**src/rtl/mult_pkg.sv**
```systemverilog
// -----------------------------------------------------------------------------
// mult_pkg
// Shared definitions for the shift-and-add multiplier (controller + datapath).
//
// Contents:
//   DEFAULT_WIDTH        default operand width in bits
//   SEL_HOLD/STEP/IDLE/DONE  encoding of the controller's 2-bit sel strobe
//   is_step / is_done    small decode helpers used by the datapath
// -----------------------------------------------------------------------------
package mult_pkg;

   localparam int unsigned DEFAULT_WIDTH = 8;

   localparam logic [1:0] SEL_HOLD = 2'b00;
   localparam logic [1:0] SEL_STEP = 2'b01;
   localparam logic [1:0] SEL_IDLE = 2'b10;
   localparam logic [1:0] SEL_DONE = 2'b11;

   function automatic logic is_step(input logic [1:0] sel);
      return sel == SEL_STEP;
   endfunction

   function automatic logic is_done(input logic [1:0] sel);
      return sel == SEL_DONE;
   endfunction

endpackage : mult_pkg

```
**src/rtl/mult_shiftreg.sv**
```systemverilog
// -----------------------------------------------------------------------------
// mult_shiftreg
// The {C,A,Q} register of the shift-and-add multiplier: C is the carry bit,
// A the accumulator (upper product half) and Q the multiplier, which fills
// with the lower product half as it is shifted out.
//
// Ports:
//   clk    in   system clock, rising edge
//   reset  in   asynchronous, active-low reset
//   load   in   load Q from b_in, clear A and C (highest priority)
//   sel    in   controller state strobe (hold/step/idle/done)
//   add    in   in a step cycle, add M into A
//   shift  in   shift {C,A,Q} right one bit
//   inbit  in   new value of C after a shift
//   m      in   multiplicand from the M register
//   b_in   in   multiplier operand
//   a      out  accumulator A
//   q      out  multiplier/low-product register Q
// -----------------------------------------------------------------------------
module mult_shiftreg
   import mult_pkg::*;
#(
   parameter int unsigned WIDTH = DEFAULT_WIDTH
) (
   input  logic             clk,
   input  logic             reset,
   input  logic             load,
   input  logic [1:0]       sel,
   input  logic             add,
   input  logic             shift,
   input  logic             inbit,
   input  logic [WIDTH-1:0] m,
   input  logic [WIDTH-1:0] b_in,
   output logic [WIDTH-1:0] a,
   output logic [WIDTH-1:0] q
);

   logic [WIDTH-1:0] a_q, a_d;
   logic [WIDTH-1:0] q_q, q_d;
   logic             c_q, c_d;
   logic [WIDTH:0]   sum;

   always_comb begin
      // One extra bit so the addition can never overflow.
      sum = {1'b0, a_q} + (add ? {1'b0, m} : '0);

      // NOTE: every next-state signal gets its hold value first, so no path
      // through the if-chain leaves it unassigned and no latch is inferred.
      a_d = a_q;
      q_d = q_q;
      c_d = c_q;

      if (load) begin
         a_d = '0;
         q_d = b_in;
         c_d = 1'b0;
      end else if (is_step(sel)) begin
         if (shift) begin
            // Add and shift in one cycle: the sum's carry lands in A's MSB,
            // the sum's LSB moves into Q's MSB and the old Q[0] is dropped.
            a_d = sum[WIDTH:1];
            q_d = {sum[0], q_q[WIDTH-1:1]};
            c_d = inbit;
         end else begin
            {c_d, a_d} = sum;
         end
      end else if (!is_done(sel) && shift) begin
         // Plain shift outside a step; the done state ignores shift entirely.
         a_d = {c_q, a_q[WIDTH-1:1]};
         q_d = {a_q[0], q_q[WIDTH-1:1]};
         c_d = inbit;
      end
   end

   // NOTE: state registers use non-blocking assignments so every flop samples
   // the pre-edge value of every other flop, independent of block order.
   always_ff @(posedge clk or negedge reset) begin
      if (!reset) begin
         a_q <= '0;
         q_q <= '0;
         c_q <= 1'b0;
      end else begin
         a_q <= a_d;
         q_q <= q_d;
         c_q <= c_d;
      end
   end

   assign a = a_q;
   assign q = q_q;

endmodule : mult_shiftreg

```
**src/rtl/mult_datapath.sv**
```systemverilog
// -----------------------------------------------------------------------------
// mult_datapath
// Shift-and-add multiplier datapath driven by the controller's strobes.
// Holds the multiplicand M, instantiates the {C,A,Q} shift register, returns
// Q[0] to the controller and captures the finished product with a one-cycle
// valid pulse on the rising edge of the controller's valid strobe.
//
// Ports:
//   clk            in   system clock, rising edge
//   reset          in   asynchronous, active-low reset
//   a_in           in   multiplicand, sampled on load
//   b_in           in   multiplier, sampled on load
//   load           in   load operands, clear A and C
//   sel            in   00 hold, 01 step, 10 idle, 11 done
//   add            in   in a step, add M into A
//   shift          in   shift {C,A,Q} right one bit
//   inbit          in   new C after a shift
//   valid          in   product complete
//   sign           out  Q[0], combinational, to the controller
//   product        out  registered {A,Q}
//   product_valid  out  one-cycle pulse when product is updated
// -----------------------------------------------------------------------------
module mult_datapath
   import mult_pkg::*;
#(
   parameter int unsigned WIDTH = DEFAULT_WIDTH
) (
   input  logic               clk,
   input  logic               reset,
   input  logic [WIDTH-1:0]   a_in,
   input  logic [WIDTH-1:0]   b_in,
   input  logic               load,
   input  logic [1:0]         sel,
   input  logic               add,
   input  logic               shift,
   input  logic               inbit,
   input  logic               valid,
   output logic               sign,
   output logic [2*WIDTH-1:0] product,
   output logic               product_valid
);

   logic [WIDTH-1:0]   m_q, m_d;
   logic [WIDTH-1:0]   a;
   logic [WIDTH-1:0]   q;
   logic [2*WIDTH-1:0] product_q, product_d;
   logic               product_valid_q, product_valid_d;
   logic               valid_prev_q, valid_prev_d;
   logic               capture;

   mult_shiftreg #(
      .WIDTH (WIDTH)
   ) u_shiftreg (
      .clk   (clk),
      .reset (reset),
      .load  (load),
      .sel   (sel),
      .add   (add),
      .shift (shift),
      .inbit (inbit),
      .m     (m_q),
      .b_in  (b_in),
      .a     (a),
      .q     (q)
   );

   // Capture uses {A,Q} as it stands before this edge.
   assign capture = is_done(sel) && valid;

   always_comb begin
      m_d             = load ? a_in : m_q;
      product_d       = capture ? {a, q} : product_q;
      // Pulse only on a rising valid so a held valid yields a single pulse.
      product_valid_d = capture && !valid_prev_q;
      // Tracks valid in every state, not just done.
      valid_prev_d    = valid;
   end

   always_ff @(posedge clk or negedge reset) begin
      if (!reset) begin
         m_q             <= '0;
         product_q       <= '0;
         product_valid_q <= 1'b0;
         valid_prev_q    <= 1'b0;
      end else begin
         m_q             <= m_d;
         product_q       <= product_d;
         product_valid_q <= product_valid_d;
         valid_prev_q    <= valid_prev_d;
      end
   end

   assign sign          = q[0];
   assign product       = product_q;
   assign product_valid = product_valid_q;

endmodule : mult_datapath

```
**config.mk**
```make
export PLATFORM = sky130hd
export DESIGN_NAME = mult_datapath
export DESIGN_NICKNAME = d
export VERILOG_FILES = /design/src/rtl/mult_pkg.sv /design/src/rtl/mult_shiftreg.sv /design/src/rtl/mult_datapath.sv
export SDC_FILE = /design/constraint.sdc
export NUM_CORES = 1
export LEC_CHECK = 0
export ABC_AREA = 0
export BUFFER_PORTS_ARGS = -buffer_cell sky130_fd_sc_hd__buf_2
export CAP_MARGIN = 0
export CORE_MARGIN = 4
export CORE_UTILIZATION = 48
export DETAILED_ROUTE_END_ITERATION = 12
export GPL_TIMING_DRIVEN = 0
export PLACE_DENSITY = 0.69
export REMOVE_ABC_BUFFERS = 1
export SLEW_MARGIN = 20
export SYNTH_ARGS = -nofsm -noshare
export SYNTH_HDL_FRONTEND = slang
export SYNTH_HIERARCHICAL = 1
export SYNTH_SLANG_ARGS = --single-unit
```
**constraint.sdc**
```tcl
create_clock -name clk -period 3.3 [get_ports clk]
set_clock_uncertainty 0.2 [all_clocks]
set_input_delay 0.33 -clock clk [delete_from_list [all_inputs] [get_ports clk]]
set_output_delay 0.33 -clock clk [all_outputs]
set_load 0.05 [all_outputs]
```
==> flow_summary.yaml <==
status:
  status: "complete, no violations"
sta:
  setup_tns_ps: 0
  fin_crit_ps: 2570
  drv_slew: 0
  grt_setup_unrepaired: "false"
  fmax_mhz: 389
  holdWs_ps: 44.6
  hold_viol: 0
  post-route-period-util: 0.779
  slew_headroom: 0.382
  worst_pin_slew_ps: 928
  setup_violations: 0
cts:
  clk_latency_ps: 290
  cts-buffers-inserted: 5
  h-tree-depth: 2
  cts-root-buf: "clkbuf_8"
  clock-sinks: 43
  clock_path_buffers: 2
  cts_setup_buffers: 0
  cts_tree: "yes"
  path_clk_slew_ps: 80
synthesis:
  synth_seq_cells: 43
  synthCells: 207
  async_reset_ff_frac: 1.00
  seq_area_frac_synth: 0.461
  ys_types: 46
  synth_edf_count: 0
  avgSynthCellArea_sq_um: 11.3
  synthFlopType: "dfrtp_1"
  yosysWarnings: 6
  netlist_area_sq_um: 2330
global_routing:
  grt_usage: 0.161
  busiest_layer: "met2"
  met3_usage: 0.0348
  gr-usage-met1: 0.222
  grt_max_degree: 44
  grt_pass1_vias: 1583
  grt_pass1_wl_mm: 7.64
  gr-total-overflow: 0
  antenna_found_initial: 0
  gr-usage-met2: 0.242
setup_path:
  endpoint_kind: "flop"
  critPathRequiredTime_ps: 3290
  critical_path_class: "reg2reg"
  reg2reg_from: "m_q[0]"
  critPathLaunchType: "flop"
  cp_data_arrival_time_ps: 2560
  worstSetupStartpoint: "m_q[0]"
  critPathMaxFanout: 2
pwr:
  p_clk_frac: 0.317
  peakVddDrop_mv: 0.199
  intPower_mw: 1.03
  power.leakage_nw: 1.34
  p_per_area_nw_per_um2: 556
  power_mw: 1.51
  combPwrFrac: 0.265
  p_switching_uw: 477
  power_frac_seq: 0.418
  swShare: 0.316
detailed_routing:
  ant_nets: 0
  dr.pass1.iters: 4
  drt_iter0_drc: 102
  wire_per_inst_um: 14.4
  wirelength_mm: 4.55
  via_per_inst: 5.37
  drc: 0
  dr_total_vias: 1702
floorplanning:
  die_y_um: 77.7
  fp.dieArea_sq_um: 6040
  fp.dieW_um: 77.7
  coreArea_sq_um: 4720
  rows: 25
  start_util: 0.494
  ios: 43
run:
  maxCapViolCount: 0
layout:
  synthToLayoutAreaGrowth_pct: 16.5
  layout-drive-gt1-share: 0.324
  fin_util: 0.576
  n_antenna_cell: 0
  final_cell_area_sq_um: 2720
  nets: 283
  num-fill-cells: 421
placed_design:
  hpwl_mm: 3.13
  port_buffers: 42
  place_congestion: 0.834
  placed_area_sq_um: 2570
hold_path:
  worstHoldStart: "b_in[7]"
  hp-class: "in2reg"
==> state kept, by name, summed over array words and instances (netlist names) <==
name,flops
product,16
u_shiftreg/c_q,1
u_shiftreg/q,8
product_valid,1
valid_prev_q,1
m_q,8
u_shiftreg/a,8
==> metal layers <==
layer	wire, um	vias to the layer above
li1	-	836
met2	2050	54
met3	290	6
met4	62	0
met1	2150	806
met5	0	-
==> Yosys cell counts, types with 2 or more instances <==
master	instances	area (sq um)
buf_2	3	15.0
clkbuf_1	2	7.51
a21oi_1	12	60.1
xnor2_1	2	17.5
o21ai_0	12	60.1
a21o_1	3	22.5
nand2_1	23	86.3
xor2_1	3	26.3
mux2_2	16	180
mux2_4	9	135
mux2i_1	10	100
dfrtp_1	43	1080
nor3_1	2	10.0
a211oi_1	4	30.0
nor2b_1	2	12.5
ha_1	8	100
nor2_1	13	48.8
o21a_1	2	15.0
nand2b_1	2	12.5
buf_4	2	15.0
o211ai_1	2	15.0
and2_1	8	50.1
==> timing repair <==
action / in CTS / in global routing
resized for setup: 0 / 0
hold buffers: 2 / 0
hold endpoints to repair: 10 / 0
==> critical path: stages, from the launching register on <==
cell      delay (ps)
dfrtp_1          380
and2_1           180
ha_1             220
fa_1             410
a21o_1           200
a221oi_2         290
xor2_1           240
a211oi_1         110
a32o_1           250
==> cells in the final DEF (no fill, tap or decap), drive strengths merged, types with 2 or more instances in the layout <==
master / count
bufinv: 2
nand3: 2
ha: 8
nor2b: 2
and2: 8
clkbuf: 6
dlygate4sd3: 2
o21ai: 13
o21a: 2
buf: 42
xnor2: 2
nand2: 23
a21o: 3
mux2: 25
a2111oi: 2
dfrtp: 43
mux2i: 10
nand2b: 2
nor3: 2
xor2: 3
a211oi: 4
nor2: 13
o211ai: 2
a21oi: 13
==> power by group through the flow <==
stage | registers (mW) | clock network, mW | logic [mW]
global route | 0.643 | 0.519 | 0.429
finish | 0.632 | 0.479 | 0.401
global placement | 0.641 | 0 | 0.395
floorplan | 0.769 | 0 | 0.162
detailed placement | 0.643 | 0 | 0.400
CTS | 0.632 | 0.499 | 0.403
==> final timing paths <==
kind                              endpoint  slack [ps]  cells after the start
min reg2reg                  product_valid         200                      1
max                        u_shiftreg/a[5]         730                      8
min                        u_shiftreg/q[7]          40                      3
min in group asynchronous    product_valid         510                      2
max reg2reg                u_shiftreg/a[5]         730                      8
max in group asynchronous      product[10]        1810                      2
==> stage by stage <==
stage,instances,worst slack [ps]
floorplan,198,981
global placement,307,661
detailed placement,307,654
CTS,317,741
global route,317,637
finish,317,730
==> kinds of logic after synthesis <==
logic type | after synthesis | synth area share
AO/OA/AOI/OAI | 48 | 0.144
AND/OR/NAND/NOR | 57 | 0.118
multiplexers | 35 | 0.178
adder cells (fa/ha/maj) | 9 | 0.0514
XOR/XNOR | 5 | 0.0188
buffers and inverters | 10 | 0.0284
flip-flops | 43 | 0.461
==> area by class of cell <==
| cell class | instances | area [sq um] | share of cell area |
|---|---|---|---|
| Multi-Input combinational cell | 154 | 1190 | 0.439 |
| Sequential cell | 43 | 1080 | 0.396 |
| Timing Repair Buffer | 44 | 230 | 0.0847 |
| Tap cell | 67 | 83.8 | 0.0308 |
| Clock buffer | 6 | 72.6 | 0.0267 |
| Clock inverter | 2 | 60.1 | 0.0221 |
| Inverter | 1 | 3.75 | 0.00138 |
Power figures use the tool's default switching activity.
